File: config.mk
export PLATFORM = sky130hd
export DESIGN_NAME = vco_adc_scheduler
export DESIGN_NICKNAME = d
export VERILOG_FILES = /design/src/rtl/vco_adc_scheduler.sv
export SDC_FILE = /design/constraint.sdc
export NUM_CORES = 1
export LEC_CHECK = 0
export ABC_AREA = 1
export CAP_MARGIN = 15
export CORE_ASPECT_RATIO = 1.75
export CORE_MARGIN = 1
export CORE_UTILIZATION = 45
export DETAILED_ROUTE_END_ITERATION = 6
export PLACE_DENSITY = 0.67
export SLEW_MARGIN = 25
export SYNTH_ARGS = -nofsm -noshare
export SYNTH_HDL_FRONTEND = slang
export SYNTH_SLANG_ARGS = --single-unit
File: constraint.sdc
create_clock -name wb_clk_i -period 7.5 [get_ports wb_clk_i]
set_input_delay 2.25 -clock wb_clk_i [delete_from_list [all_inputs] [get_ports wb_clk_i]]
set_output_delay 2.25 -clock wb_clk_i [all_outputs]
set_load 0.1 [all_outputs]
File: src/rtl/vco_adc_scheduler.sv
// vco_adc_scheduler: steps through the enabled VCO channels, integrates each
// channel's phase counter over a window and queues {channel, count delta}
// results in a small FIFO for a ready/valid consumer.
module vco_adc_scheduler #(
  parameter int CNT_W      = 16,
  parameter int FIFO_DEPTH = 4
) (
  input  logic                          wb_clk_i,
  input  logic                          wb_rst_i,
  input  logic                          start_i,
  input  logic                          cont_i,
  input  logic [2:0]                    ch_mask_i,
  input  logic [7:0]                    settle_i,
  input  logic [15:0]                   window_i,
  input  logic [CNT_W-1:0]              vco_cnt0_i,
  input  logic [CNT_W-1:0]              vco_cnt1_i,
  input  logic [CNT_W-1:0]              vco_cnt2_i,
  output logic [2:0]                    vco_en_o,
  output logic                          busy_o,
  output logic                          res_valid_o,
  input  logic                          res_ready_i,
  output logic [CNT_W-1:0]              res_data_o,
  output logic [1:0]                    res_ch_o,
  output logic [$clog2(FIFO_DEPTH):0]   fifo_level_o,
  output logic                          overflow_o
);

  localparam int AW    = $clog2(FIFO_DEPTH);
  localparam int LVL_W = AW + 1;

  typedef enum logic [1:0] {IDLE, SETTLE, INTEG, STORE} state_t;

  state_t            state_q, state_d;
  logic [2:0]        mask_q;
  logic [7:0]        settle_q;
  logic [15:0]       window_q;
  logic [1:0]        ch_q, ch_d;
  logic [15:0]       cnt_q, cnt_d;
  logic [15:0]       settle_lim, window_lim;
  logic [CNT_W-1:0]  snap_q, result_q, vco_sel;
  logic              load_cfg, load_snap, load_result;
  logic [2:0]        nxt_ch;

  logic [CNT_W+1:0]  mem_q [FIFO_DEPTH];
  logic [AW-1:0]     wr_q, rd_q;
  logic [LVL_W-1:0]  level_q;
  logic              overflow_q;
  logic              push, pop, full, push_ok, drop;

  // Lowest enabled channel of a mask (mask is known to be non-zero).
  function automatic logic [1:0] lowest_ch(input logic [2:0] m);
    if (m[0])      return 2'd0;
    else if (m[1]) return 2'd1;
    else           return 2'd2;
  endfunction

  // Next enabled channel strictly above c, returned as {found, channel}.
  function automatic logic [2:0] next_ch(input logic [2:0] m, input logic [1:0] c);
    logic [2:0] r;
    r = 3'b000;
    case (c)
      2'd0: begin
        if (m[1])      r = 3'b101;
        else if (m[2]) r = 3'b110;
      end
      2'd1: if (m[2]) r = 3'b110;
      default: r = 3'b000;
    endcase
    return r;
  endfunction

  assign nxt_ch = next_ch(mask_q, ch_q);

  // Zero settle/window lengths behave as one cycle.
  always_comb begin
    settle_lim = (settle_q == 8'd0)  ? 16'd0 : {8'd0, settle_q} - 16'd1;
    window_lim = (window_q == 16'd0) ? 16'd0 : window_q - 16'd1;
  end

  // Counter of the currently selected channel.
  always_comb begin
    case (ch_q)
      2'd1:    vco_sel = vco_cnt1_i;
      2'd2:    vco_sel = vco_cnt2_i;
      default: vco_sel = vco_cnt0_i;
    endcase
  end

  // Next-state logic: scan sequencing through settle, integrate and store.
  always_comb begin
    state_d     = state_q;
    ch_d        = ch_q;
    cnt_d       = cnt_q;
    load_cfg    = 1'b0;
    load_snap   = 1'b0;
    load_result = 1'b0;
    case (state_q)
      IDLE: begin
        if (start_i && (ch_mask_i != 3'b000)) begin
          load_cfg = 1'b1;
          ch_d     = lowest_ch(ch_mask_i);
          cnt_d    = 16'd0;
          state_d  = SETTLE;
        end
      end
      SETTLE: begin
        if (cnt_q == settle_lim) begin
          load_snap = 1'b1;
          cnt_d     = 16'd0;
          state_d   = INTEG;
        end else begin
          cnt_d = cnt_q + 16'd1;
        end
      end
      INTEG: begin
        if (cnt_q == window_lim) begin
          load_result = 1'b1;
          cnt_d       = 16'd0;
          state_d     = STORE;
        end else begin
          cnt_d = cnt_q + 16'd1;
        end
      end
      STORE: begin
        cnt_d = 16'd0;
        if (nxt_ch[2]) begin
          ch_d    = nxt_ch[1:0];
          state_d = SETTLE;
        end else if (cont_i) begin
          ch_d    = lowest_ch(mask_q);
          state_d = SETTLE;
        end else begin
          state_d = IDLE;
        end
      end
      default: state_d = IDLE;
    endcase
  end

  // State, latched configuration, snapshot and wrap-safe result registers.
  always_ff @(posedge wb_clk_i) begin
    if (wb_rst_i) begin
      state_q  <= IDLE;
      mask_q   <= 3'b000;
      settle_q <= 8'd0;
      window_q <= 16'd0;
      ch_q     <= 2'd0;
      cnt_q    <= 16'd0;
      snap_q   <= '0;
      result_q <= '0;
    end else begin
      state_q <= state_d;
      ch_q    <= ch_d;
      cnt_q   <= cnt_d;
      if (load_cfg) begin
        mask_q   <= ch_mask_i;
        settle_q <= settle_i;
        window_q <= window_i;
      end
      if (load_snap)   snap_q   <= vco_sel;
      if (load_result) result_q <= vco_sel - snap_q;
    end
  end

  // A full FIFO still accepts a push when the same cycle pops.
  always_comb begin
    push    = (state_q == STORE);
    pop     = res_valid_o & res_ready_i;
    full    = (level_q == LVL_W'(FIFO_DEPTH));
    push_ok = push & (~full | pop);
    drop    = push & full & ~pop;
  end

  // Result FIFO storage, pointers, occupancy and sticky overflow flag.
  always_ff @(posedge wb_clk_i) begin
    if (wb_rst_i) begin
      for (int i = 0; i < FIFO_DEPTH; i++) mem_q[i] <= '0;
      wr_q       <= '0;
      rd_q       <= '0;
      level_q    <= '0;
      overflow_q <= 1'b0;
    end else begin
      if (push_ok) begin
        mem_q[wr_q] <= {ch_q, result_q};
        wr_q        <= wr_q + AW'(1);
      end
      if (pop) rd_q <= rd_q + AW'(1);
      case ({push_ok, pop})
        2'b10:   level_q <= level_q + LVL_W'(1);
        2'b01:   level_q <= level_q - LVL_W'(1);
        default: level_q <= level_q;
      endcase
      if (drop) overflow_q <= 1'b1;
    end
  end

  // Outputs decoded from state and FIFO registers only.
  always_comb begin
    vco_en_o     = ((state_q == SETTLE) || (state_q == INTEG)) ? (3'b001 << ch_q) : 3'b000;
    busy_o       = (state_q != IDLE);
    res_valid_o  = (level_q != '0);
    {res_ch_o, res_data_o} = mem_q[rd_q];
    fifo_level_o = level_q;
    overflow_o   = overflow_q;
  end

endmodule
Word level (Yosys, flattened, before mapping)

Memory sizes are Yosys's and may differ from the RTL's. A register that Yosys moved wholly into a read port is not among the register bits.
Cells that the tools add are included.

Eq/ne operators: 14
Multiplexer cells: 42
Shifts and indexed selects: 1
Bitwise logic cells: 7
Add/subtract/negate cells: 8
Reductions and logical operators: 14

Operators by type and width:

| kind                                                | count |
|---|---|
| two-way mux 16 bit                                  | 5 |
| one-hot mux 16 bit (4 select lines)                 | 1 |
| equality test 16 bit                                | 2 |
| one-hot mux 16 bit (2 select lines)                 | 1 |
| two-way mux 2 bit                                   | 13 |
| two-way mux 18 bit                                  | 1 |
| OR reduction 18 bit                                 | 1 |
| adder 16 x 1 -> 16 bit, second input constant       | 1 |
| logical NOT 16 bit                                  | 1 |
| subtractor 16 x 1 -> 16 bit, second input constant  | 1 |
| subtractor 16 bit                                   | 1 |
| two-way mux 1 bit                                   | 14 |
| one-hot mux 3 bit (2 select lines)                  | 2 |
| two-way mux 3 bit                                   | 3 |
| subtractor 8 x 1 -> 9 bit, second input constant    | 1 |
| equality test 2 bit, second input constant          | 4 |
| logical NOT 8 bit                                   | 1 |
| one-hot mux 2 bit (4 select lines)                  | 1 |
| equality test 2 x 1 -> 1 bit, second input constant | 3 |
| inequality test 2 bit, second input constant        | 3 |
| AND reduction 3 bit                                 | 2 |
| nonzero test 2 bit                                  | 3 |
| nonzero test 3 bit                                  | 2 |
| adder 2 x 1 -> 2 bit, second input constant         | 2 |
| 12 further kinds                                    | 17 |

Memory bits (writable): 72
Word-level logic and storage cells: 99
Output and inout bits: 27
Register bits after elaboration: 87
Input bits: 80
Memories kept: 1

Memory list:

| name  | depth | width | rd ports | clocked after Yosys merged registers in | wr ports | line | RTL |
|---|---|---|---|---|---|---|---|
| mem_q | 4     | 18    | 1        | 1                                       | 4        | 44   | `logic [CNT_W+1:0] mem_q [FIFO_DEPTH];` |

Logic depth before layout (Yosys ltp)

Gate-level depths: netlist of the first run.

Depth after elaboration: 9
Depth in mapped cells: 22
Mapped depth without buffers: 20

Worst setup path before layout of the first run

Ideal clock, no wire load.

Path type: flip-flop to output port
Start: reg with a tool-made name
End: out res_ch_o[0]
Slack: 2.828 ns
Stages on the path, launching flop included: 6
Data arrival time: 2.422 ns
Required time: 5.250 ns
Cells stage by stage: dfxtp_1 > clkbuf_1 > clkinv_1 > clkbuf_1 > o21ai_0 > o22ai_1

RTL lines:

| element          | line | RTL |
|---|---|---|
| end: declaration | 23   | `output logic [1:0] res_ch_o,` |

==> flow_summary.rst, run 1 <==
.. list-table::
   :header-rows: 1

   * - Metric
     - Value
   * - Result of the run
     - finished clean
   * - Chain of cells forming the critical path
     - buf_4, clkinv_1, o21ai_0, o22ai_1, clkdlybuf4s50_1
   * - Count of input and output buffers
     - about 110
   * - Standby leakage power
     - ~4.2 nW
   * - Antenna diodes
     - 0
   * - Wire length of the first global-routing pass
     - about 36000 µm
   * - Clock Path Buffers
     - 2
   * - Num Clock Sinks
     - about 160
   * - Library cells used by synthesis
     - 39
   * - Largest net degree at the start of global routing
     - 56
   * - Netlist Area Pre-Place
     - between 8000 and 9000 µm²
   * - Fraction of post-synthesis cell area in the top cell type by area
     - 0.2420
   * - Prevailing post-synth register cell
     - dfxtp_1
   * - Synthesized area per cell
     - 7.489 µm²
   * - Number of instances resized during post-cts repair
     - 0
   * - Clock tree from TritonCTS
     - built
   * - Post-synth top area cell
     - edfxtp_1
   * - CP max-delay cell
     - clkdlybuf4s50_1
   * - Actual slew at the worst max-slew pin
     - around 1 ns
   * - Initial antenna violation count
     - 0
   * - M3 GR Usage
     - 0.03459
   * - Startpoint of the most critical register-to-register path
     - ch_q[0]
   * - Share of synthesized area occupied by flip-flops and latches
     - 0.4414
   * - Final Routed Wirelength
     - 21870 µm
   * - DP Wirelength
     - about 17000 µm
   * - Top cells by area in the synthesized netlist
     - edfxtp_1 (24%), dfxtp_1 (20%), nor2_1 (8.2%)
   * - Critical path peak fanout
     - 37
   * - Setup CP Type
     - reg -> out
   * - Final period demand of the worst path
     - roughly 5.7 ns
   * - Total congestion overflow after global routing
     - 0
   * - Endpoint of the most critical setup path
     - res_data_o[3]
   * - Critical R2R Capture
     - result_q[11]
   * - Total global-route track usage
     - 0.2259
   * - Initial Util
     - 0.4634
   * - Proportion of total power due to net switching
     - 0.4724
   * - Number of I/O pins
     - around 110
   * - Die width
     - roughly 110 µm
   * - Post-synth EDFFs
     - between 70 and 80
   * - Total number of nets in the final design
     - between 1000 and 1500
   * - Number of filler cells placed in the layout
     - ~1800
   * - Met1 track demand over resource
     - 0.2233
   * - Tcrit/Tclk final
     - 0.7624
   * - Final count of hold timing violations
     - 0
   * - R2r setup slk
     - ~3.4 ns
   * - Peak supply drop
     - roughly 0.22 mV
   * - Final setup violation count
     - 0
   * - Worst-case reg-to-reg path depth
     - 15
   * - Cell depth of the worst min-delay path
     - 2
   * - Number of buffers inserted by hold repair at cts
     - 0
   * - Clock tree skew after final layout
     - 0.01307 ns
   * - Most repeated cell in the gate-level netlist after synthesis
     - nor2_1
   * - Relative slew slack
     - 0.3292
   * - Clock transition at the registers of the reported paths
     - 0.07 ns
   * - Total internal power
     - roughly 2.2 mW
   * - Fraction of final layout cells with drive strength greater than 1
     - 0.04040
   * - Total vias in the final route
     - 7937
   * - Post-synthesis to final-layout area growth
     - 20.80%
   * - Part of the power in combinational logic
     - 0.523
   * - Height of the chip
     - between 150 and 200 µm
   * - Instance count of the mapped netlist
     - between 1000 and 1500
   * - Detailed-routing iteration count for the pre-antenna-repair pass
     - 5
   * - Kind of end point of the critical path
     - output port
   * - Antenna Violating Nets Remaining
     - 0
   * - Gpl congestion
     - ~0.93
   * - H-tree lvl count
     - 4
   * - Number of global-route vias before repair
     - 7647
   * - Clock latency on the worst-skew pair
     - 0.43 ns
   * - Num CTS Buffers
     - 17
   * - Post-layout total power
     - between 4 and 5 mW
   * - Post-DR vias/cell
     - a little over 5
   * - Number of max-cap violations
     - 0
   * - Warnings, synthesis
     - 0
   * - Power density normalized to cell area
     - between 300 and 400 nW/µm²
   * - Remaining routing DRC violations
     - 0
   * - Clock root buffer master
     - clkbuf_16
   * - Post-CTS setup repair buffer count
     - 0
   * - Multi-input gate area in the final layout
     - slightly above 4000 µm²
   * - Class of the tightest hold or removal check
     - reg -> reg
   * - Die area
     - slightly above 20000 µm²
   * - Max frequency
     - roughly 170 MHz
   * - Core outline area
     - slightly below 20000 µm²
   * - Required time worst endpoint
     - around 5.3 ns
   * - Proportion of power drawn by the clock network
     - 0.226
   * - Busiest grt layer
     - met2
   * - Top cells by count, synth
     - nor2_1 (194), nand2_1 (183), inv_1 (163)
   * - WP data arrival
     - ~3.5 ns
   * - Largest stage delay on the critical path
     - approximately 0.99 ns
   * - RSZ-0062 raised after global routing
     - no
   * - Number of placement rows
     - 67
   * - Sequential fraction of design power
     - 0.251
   * - Synthesized net count
     - 1300
   * - Switching power total
     - between 1.5 and 2 mW
   * - Final total negative setup slack
     - 0 ns
   * - Pins over their slew limit
     - 0
   * - Routed length per instance
     - 14.31 µm
   * - DR iter-0 viols
     - between 300 and 400
   * - Met2 track demand over resource
     - 0.4416
   * - Sequential cell area
     - 3944 µm²
   * - Share of async-settable or async-resettable flops after synthesis
     - 0
   * - Kind of launch point of the worst setup path
     - flop
   * - Flops & latches, synth
     - roughly 160
==> state kept, by name, indices dropped and copies added (netlist names), named ones only <==
name,count
settle_q,8
ch_q,2
cnt_q,16
wr_q,2
mem_q,72
mask_q,3
fifo_level_o,3
state_q,2
overflow_o,1
window_q,16
snap_q,16
result_q,16
rd_q,2
==> routing by layer <==
layer | up-vias | part of all wire | wire length [µm]
met3 | 46 | 0.024 | 530
met2 | 145 | 0.57 | 12430
li1 | 4103 | - | -
met5 | - | 0 | 0
met1 | 3643 | 0.37 | 8142
met4 | 0 | 0.035 | 762
==> worst min-delay path by stage <==
stage,endpoint,startpoint,slack [ns]
final,snap_q[0],snap_q[0],0.45
after global routing,result_q[7],result_q[7],0.47
after CTS,snap_q[0],snap_q[0],0.46
after detailed placement,snap_q[0],snap_q[0],0.45
after global placement,snap_q[0],snap_q[0],0.44
after floorplan,snap_q[0],snap_q[0],0.43
==> worst max-delay path, delay by kind of cell, from the launching register on <==
kind                   cells  cell delay, ns
buffers and inverters      3            2.11
AO/OA/AOI/OAI              2            0.60
flip-flops                 1            0.31
==> cell type report <==
cell class,instances,area share
multi-input cells,811,0.3841
inverters,170,0.05912
well taps,241,0.02794
flip-flops and latches,161,0.3654
clock buffers,18,0.03976
repair buffers,113,0.1032
clock inverters,14,0.02052
==> cell families (layout without fill, tap and decap cells) <==
logic type	after synthesis	in the layout	synth area share
AOI/OAI and AO/OA	265	265	0.1645
xor gates and xnor gates	34	34	0.03333
adders and majority gates	27	27	0.03949
buffers and inverters	221	315	0.09606
DFF	161	161	0.4414
and+or+nand+nor	485	485	0.2252
==> per-stage QoR <==
step	hold WS [ns]	util	instance area, µm²	cells	setup WS (ns)
after detailed placement	0.4480	0.5256	10130	1496	2.105
after global placement	0.4415	0.5256	10130	1496	2.220
after CTS	0.4584	0.5594	10790	1528	1.712
final	0.4541	0.5598	10790	1528	1.782
after global routing	0.4733	0.5598	10790	1528	1.387
after floorplan	0.4280	-	8935	1193	2.828
==> power groups by stage <==
stage | combinational, mW | clock (mW) | sequential, mW
2_1_floorplan | 1.66 | 0 | 1.11
3_3_place_gp | 2.19 | 0 | 1.07
3_5_place_dp | 2.21 | 0 | 1.08
4_1_cts | 2.22 | 0.965 | 1.06
5_1_grt | 2.43 | 1.00 | 1.07
6_report | 2.21 | 0.955 | 1.06
==> cells in the final DEF, fill, tap and decap left out, types with 2 or more instances in the layout <==
cell | netlist | routed
nand3_2 | 1 | 2
nor2_2 | 5 | 6
or2_0 | 3 | 3
edfxtp_1 | 72 | 72
nand3_1 | 63 | 62
o21ai_1 | 0 | 2
clkbuf_16 | 0 | 17
clkdlybuf4s50_1 | 0 | 106
a221o_1 | 15 | 15
ha_1 | 25 | 25
nor3_1 | 4 | 4
a21oi_1 | 91 | 91
fa_1 | 2 | 2
a31oi_1 | 4 | 4
nor2_1 | 194 | 193
inv_8 | 0 | 3
dfxtp_1 | 89 | 89
clkinv_4 | 0 | 2
nand4_1 | 24 | 24
xnor2_1 | 4 | 4
buf_4 | 0 | 7
nand2_2 | 3 | 3
nand2_1 | 183 | 183
bufinv_16 | 0 | 4
o21bai_1 | 2 | 2
clkinv_1 | 6 | 6
nor4_1 | 3 | 3
xor2_1 | 30 | 30
o21ai_0 | 122 | 120
inv_1 | 163 | 163
a211oi_1 | 5 | 5
o22ai_1 | 18 | 18
inv_6 | 0 | 3
Power figures use the tool's default switching activity.
==> run 2: changes to the inputs <==
Settings changed: PLACE_DENSITY 0.67 to 0.69.
Clock period 7.5 ns to 4.7 ns, I/O delays scaled along.
==> flow_summary.rst, run 2 (synthesized netlist as in run 1, its figures left out) <==
.. list-table::
   :header-rows: 1

   * - Metric
     - Value
   * - Result of the run
     - finished clean
   * - Number of max-cap violations
     - 0
   * - Die area
     - 20440 µm²
   * - Clock tree skew after final layout
     - about 0.01 ns
   * - Clock Path Buffers
     - 2
   * - Worst Hold Launch
     - snap_q[3]
   * - Final count of hold timing violations
     - 0
   * - Setup CP Type
     - in -> reg
   * - Critical R2R Capture
     - result_q[11]
   * - Initial antenna violation count
     - 0
   * - Num Clock Sinks
     - 161
   * - Final Routed Wirelength
     - about 22000 µm
   * - Final standard cell count with taps included and fillers excluded
     - about 1500
   * - Chain of cells forming the critical path
     - clkdlybuf4s50_1, a221o_1, o21ai_0, inv_1, ha_1, a21oi_1, nand2_1, a21boi_0, o21ai_0, a31oi_1, xor2_1, or2_0, a21oi_1
   * - Clock transition at the registers of the reported paths
     - roughly 0.06 ns
   * - Wire length of the first global-routing pass
     - roughly 37000 µm
   * - DP Wirelength
     - around 17000 µm
   * - Post-Place Setup Slack
     - between 0.3 and 0.4 ns
   * - Number of placement rows
     - 67
   * - Total congestion overflow after global routing
     - 0
   * - Max frequency
     - about 260 MHz
   * - Wire length on met3
     - about 600 µm
   * - Proportion of total power due to net switching
     - 0.4755
   * - Most used cells in the layout excluding fill and tap cells
     - nor2_1 (194), nand2_1 (183), inv_1 (162)
   * - Largest net degree at the start of global routing
     - just under 50
   * - Kind of launch point of the worst setup path
     - input pin
   * - Final total negative setup slack
     - 0 ns
   * - Number of buffers inserted by hold repair at cts
     - 0
   * - Antenna Violating Nets Remaining
     - 0
   * - Num CTS Buffers
     - 17
   * - R2r setup slk
     - between 1 and 1.5 ns
   * - RSZ-0062 raised after global routing
     - no
   * - Total vias in the final route
     - around 7900
   * - Core outline area
     - between 15000 and 20000 µm²
   * - Clock tree from TritonCTS
     - built
   * - Switching power total
     - between 3 and 4 mW
   * - Detailed-routing iteration count for the pre-antenna-repair pass
     - 6
   * - Worst-case reg-to-reg path depth
     - 14
   * - Standby leakage power
     - about 4.3 nW
   * - Sink of the worst hold path
     - snap_q[3]
   * - Kind of end point of the critical path
     - flop
   * - Placed cell count
     - roughly 1500
   * - Final period demand of the worst path
     - 3.910 ns
   * - Worst Setup SP
     - vco_cnt1_i[2]
   * - Remaining routing DRC violations
     - 0
   * - Power density normalized to cell area
     - slightly above 600 nW/µm²
   * - Clock root buffer master
     - clkbuf_16
   * - Post-route setup slack
     - about 0.79 ns
   * - Largest stage delay on the critical path
     - ~0.43 ns
   * - Post-DR vias/cell
     - 5.172
   * - Cell depth of the worst min-delay path
     - 2
   * - Height of the chip
     - 188.4 µm
   * - Die width
     - approximately 110 µm
   * - Startpoint of the most critical register-to-register path
     - ch_q[0]
   * - Gpl congestion
     - approximately 0.91
   * - Routed length on met1
     - between 8000 and 9000 µm
   * - Peak supply drop
     - 0.3752 mV
   * - Total internal power
     - approximately 3.5 mW
   * - Max reg flops
     - slightly above 70
   * - Register with the most flip-flops
     - mem_q
   * - Post-CTS setup repair buffer count
     - 0
   * - Required time worst endpoint
     - ~5.1 ns
   * - Tcrit/Tclk final
     - 0.8320
   * - Total global-route track usage
     - 0.2330
   * - Total met2 wirelength after detailed routing
     - 12500 µm
   * - Class of the tightest hold or removal check
     - reg -> reg
   * - Part of the power in combinational logic
     - 0.536
   * - Total number of nets in the final design
     - approximately 1400
   * - Initial Util
     - 0.4634
   * - DR iter-0 viols
     - around 370
   * - Most frequent standard cell in the layout excluding fill and tap cells
     - nor2_1
   * - Relative slew slack
     - 0.3297
   * - Number of I/O pins
     - 107
   * - Pins over their slew limit
     - 0
   * - Final setup violation count
     - 0
   * - Actual slew at the worst max-slew pin
     - approximately 1.0 ns
   * - H-tree lvl count
     - 4
   * - Sequential fraction of design power
     - 0.254
   * - Fraction of final layout cells with drive strength greater than 1
     - 0.06173
   * - Number of global-route vias before repair
     - around 7800
   * - Antenna diodes
     - 0
   * - Clock latency on the worst-skew pair
     - between 0.4 and 0.5 ns
   * - Routed length per instance
     - about 14 µm
   * - WP data arrival
     - between 4 and 5 ns
   * - Number of instances resized during post-cts repair
     - 0
   * - Top routing layer used
     - met4
   * - Count of input and output buffers
     - 106
   * - Proportion of power drawn by the clock network
     - 0.210
   * - Post-synthesis to final-layout area growth
     - 20.29%
   * - Critical path peak fanout
     - 4
   * - CP max-delay cell
     - a21boi_0
## run 2: worst max-delay path by stage
stage                        end  slack (ns)  cells after the start
floorplan            mem_q[3][0]        0.53                      6
global placement    result_q[11]        0.41                     13
detailed placement  result_q[11]        0.36                     13
CTS                 result_q[11]        0.82                     13
global route        result_q[11]        0.66                     13
finish              result_q[11]        0.79                     13
## run 2: power by group through the flow
| stage | Sequential [mW] | Clock [mW] | Combinational [mW] |
|---|---|---|---|
| CTS | 1.68 | 1.41 | 3.55 |
| detailed placement | 1.71 | 0 | 3.53 |
| global route | 1.70 | 1.46 | 3.93 |
| finish | 1.68 | 1.39 | 3.55 |
| floorplan | 1.77 | 0 | 2.66 |
| global placement | 1.71 | 0 | 3.50 |
## run 2: per-layer routing
layer | vias up | GRT usage
met5 | - | 0
met4 | 0 | 0.1008
met3 | 36 | 0.03805
met2 | 158 | 0.4464
met1 | 3630 | 0.2403
li1 | 4125 | -
## run 2: critical path, delay by kind of cell
kind                       cells  cell delay, ns
and+or+nand+nor                2            0.30
xor gates and xnor gates       1            0.08
adders and majority gates      1            0.34
AOI/OAI and AO/OA              7            1.64
buffers and inverters          2            0.49
## run 2: area by class of cell
| type | count | area (µm²) |
|---|---|---|
| Tap cell | 241 | 301.5 |
| Sequential cell | 161 | 3944 |
| Clock buffer | 19 | 432.9 |
| Clock inverter | 13 | 160.2 |
| Timing Repair Buffer | 122 | 1129 |
| Fill cell | 1830 | 8533 |
| Multi-Input combinational cell | 811 | 4143 |
| Inverter | 170 | 638.1 |
## run 2: metrics by stage
step / util / total power, mW / cell area (µm²) / hold slack [ns]
after CTS: 0.5572 / 6.640 / 10740 / 0.4643
after global placement: 0.5264 / 5.209 / 10150 / 0.4411
final: 0.5574 / 6.628 / 10750 / 0.4599
after detailed placement: 0.5264 / 5.244 / 10150 / 0.4548
after floorplan: - / 4.421 / 8935 / 0.4280
after global routing: 0.5574 / 7.090 / 10750 / 0.4910
==> run 3: changes to the inputs <==
Settings changed: PLACE_DENSITY 0.69 to 0.67.
Clock period 4.7 ns to 3.8 ns, I/O delays scaled along.
==> flow_summary.rst, run 3 (synthesized netlist as in run 1, its figures left out) <==
.. list-table::
   :header-rows: 1

   * - Metric
     - Value
   * - Final setup violation count
     - 0
   * - Kind of launch point of the worst setup path
     - input pin
   * - Total vias in the final route
     - 7959
   * - Largest net degree at the start of global routing
     - 49
   * - Number of instances resized during post-cts repair
     - 0
   * - Clock transition at the registers of the reported paths
     - ~0.06 ns
   * - Final Routed Wirelength
     - between 20000 and 25000 µm
   * - Final count of hold timing violations
     - 0
   * - Clock latency on the worst-skew pair
     - between 0.4 and 0.5 ns
   * - Fraction of final layout cells with drive strength greater than 1
     - 0.07356
   * - Antenna diodes
     - 0
   * - WP data arrival
     - roughly 3.7 ns
   * - Critical path peak fanout
     - 3
   * - Class of the tightest hold or removal check
     - reg -> reg
   * - CP max-delay cell
     - clkdlybuf4s50_1
   * - Post-DR vias/cell
     - ~5.1
   * - Part of the power in combinational logic
     - 0.564
   * - Register with the most flip-flops
     - mem_q
   * - Number of max-cap violations
     - 0
   * - Peak supply drop
     - ~0.46 mV
   * - Standby leakage power
     - ~4.4 nW
   * - Core outline area
     - about 19000 µm²
   * - Initial antenna violation count
     - 0
   * - Clock root buffer master
     - clkbuf_16
   * - Number of global-route vias before repair
     - about 7600
   * - Final period demand of the worst path
     - 3.384 ns
   * - DR iter-0 viols
     - 350
   * - Power density normalized to cell area
     - 761.4 nW/µm²
   * - Largest stage delay on the critical path
     - roughly 0.40 ns
   * - Critical path buffers and inverters
     - 3
   * - Initial Util
     - 0.4634
   * - Kind of end point of the critical path
     - flop
   * - Actual slew at the worst max-slew pin
     - 0.7504 ns
   * - Final Core Density
     - 0.5690
   * - Remaining routing DRC violations
     - 0
   * - Die area
     - 20440 µm²
   * - RSZ-0062 raised after global routing
     - no
   * - Detailed-routing iteration count for the pre-antenna-repair pass
     - 7
   * - Post-CTS setup repair buffer count
     - 0
   * - Family with the most delay on the worst path
     - compound AO/OA/AOI/OAI gates
   * - Sequential fraction of design power
     - 0.249
   * - Number of filler cells placed in the layout
     - 1892
   * - Tcrit/Tclk final
     - 0.8906
   * - Height of the chip
     - about 190 µm
   * - Total internal power
     - 4.382 mW
   * - H-tree lvl count
     - 4
   * - Num CTS Buffers
     - 17
   * - Chain of cells forming the critical path
     - clkdlybuf4s50_1, a221o_1, o21ai_0, inv_1, ha_1, nand3_1, nand2_1, a21boi_0, buf_4, o21ai_0, a31oi_1, xor2_1, or2_0, a21oi_1
   * - Switching power total
     - 3.972 mW
   * - Clock tree from TritonCTS
     - built
   * - Number of I/O pins
     - 107
   * - DP Wirelength
     - ~17000 µm
   * - Proportion of total power due to net switching
     - 0.4754
   * - Max reg flops
     - between 70 and 80
   * - Die width
     - 108.5 µm
   * - Antenna Violating Nets Remaining
     - 0
   * - Most frequent standard cell in the layout excluding fill and tap cells
     - nor2_1
   * - Final total negative setup slack
     - 0 ns
   * - Proportion of power drawn by the clock network
     - 0.187
   * - R2r setup slk
     - approximately 0.48 ns
   * - Relative slew slack
     - 0.4998
   * - Clock Path Buffers
     - 2
   * - Number of placement rows
     - 67
   * - Most common cell type on the critical path
     - o21ai_0
   * - Clock tree skew after final layout
     - 0.008543 ns
   * - Total global-route track usage
     - 0.2272
   * - Number of buffers inserted by hold repair at cts
     - 0
   * - Total congestion overflow after global routing
     - 0
   * - Total number of nets in the final design
     - approximately 1400
   * - Num Clock Sinks
     - approximately 160
   * - Count of input and output buffers
     - 106
   * - Post-synthesis to final-layout area growth
     - 22.78%
   * - Pins over their slew limit
     - 0
   * - Post-layout total power
     - 8.353 mW
   * - Gpl congestion
     - just over 0.9
   * - Routed length per instance
     - about 14 µm
   * - Result of the run
     - finished clean
   * - Most used cells in the layout excluding fill and tap cells
     - nor2_1 (194), nand2_1 (182), inv_1 (163)
   * - Wire length of the first global-routing pass
     - around 36000 µm
   * - Setup CP Type
     - in -> reg
   * - Required time worst endpoint
     - roughly 4.2 ns
   * - Max frequency
     - 295.5 MHz
run 3: worst paths after layout:
kind                                    start           end  cells past startpoint
worst min register to register     snap_q[14]    snap_q[14]                      2
worst min-delay path               snap_q[14]    snap_q[14]                      2
worst max-delay path            vco_cnt1_i[2]  result_q[11]                     14
worst max register to register        ch_q[0]  result_q[11]                     16
run 3: area by class of cell:
type / count / area (µm²) / area share
Timing Repair Buffer: 131 / 1406 / 0.1282
Sequential cell: 161 / 3944 / 0.3595
Tap cell: 241 / 301.5 / 0.02749
Clock inverter: 14 / 107.6 / 0.009808
Multi-Input combinational cell: 811 / 4140 / 0.3774
Inverter: 170 / 641.9 / 0.05851
Clock buffer: 18 / 429.2 / 0.03912
run 3: per-layer routing:
metal / GRT usage / up-vias / share of wire
li1: - / 4141 / -
met1: 0.2333 / 3653 / 0.38
met2: 0.4423 / 130 / 0.57
met3: 0.03148 / 35 / 0.021
met4: 0.09407 / 0 / 0.030
met5: 0 / - / 0
run 3: power groups by stage:
| stage | Combinational (mW) | Clock [mW] | Sequential, mW |
|---|---|---|---|
| 3_3_place_gp | 4.69 | 0 | 2.11 |
| 6_report | 4.71 | 1.56 | 2.08 |
| 4_1_cts | 4.73 | 1.59 | 2.08 |
| 3_5_place_dp | 4.72 | 0 | 2.12 |
| 5_1_grt | 5.17 | 1.66 | 2.10 |
| 2_1_floorplan | 3.29 | 0 | 2.18 |
run 3: worst register-to-register path, delay by kind of cell (launching register included):
family / cells / cell delay (ns)
flops: 1 / 0.33
compound gates: 6 / 1.10
fa+ha+maj: 2 / 0.65
buf+inv: 4 / 0.62
simple gates: 3 / 0.39
xor+xnor: 1 / 0.16
run 3: metrics by stage:
stage | hold WS, ns | cell area [µm²] | setup slack, ns | instances
after floorplan | 0.4280 | 8942 | 0.004629 | 1193
after global placement | 0.4370 | 10430 | 0.08173 | 1514
after detailed placement | 0.4513 | 10430 | 0.01709 | 1514
after CTS | 0.4608 | 10970 | 0.1464 | 1546
after global routing | 0.4790 | 10970 | 0.08090 | 1546
final | 0.4558 | 10970 | 0.4158 | 1546
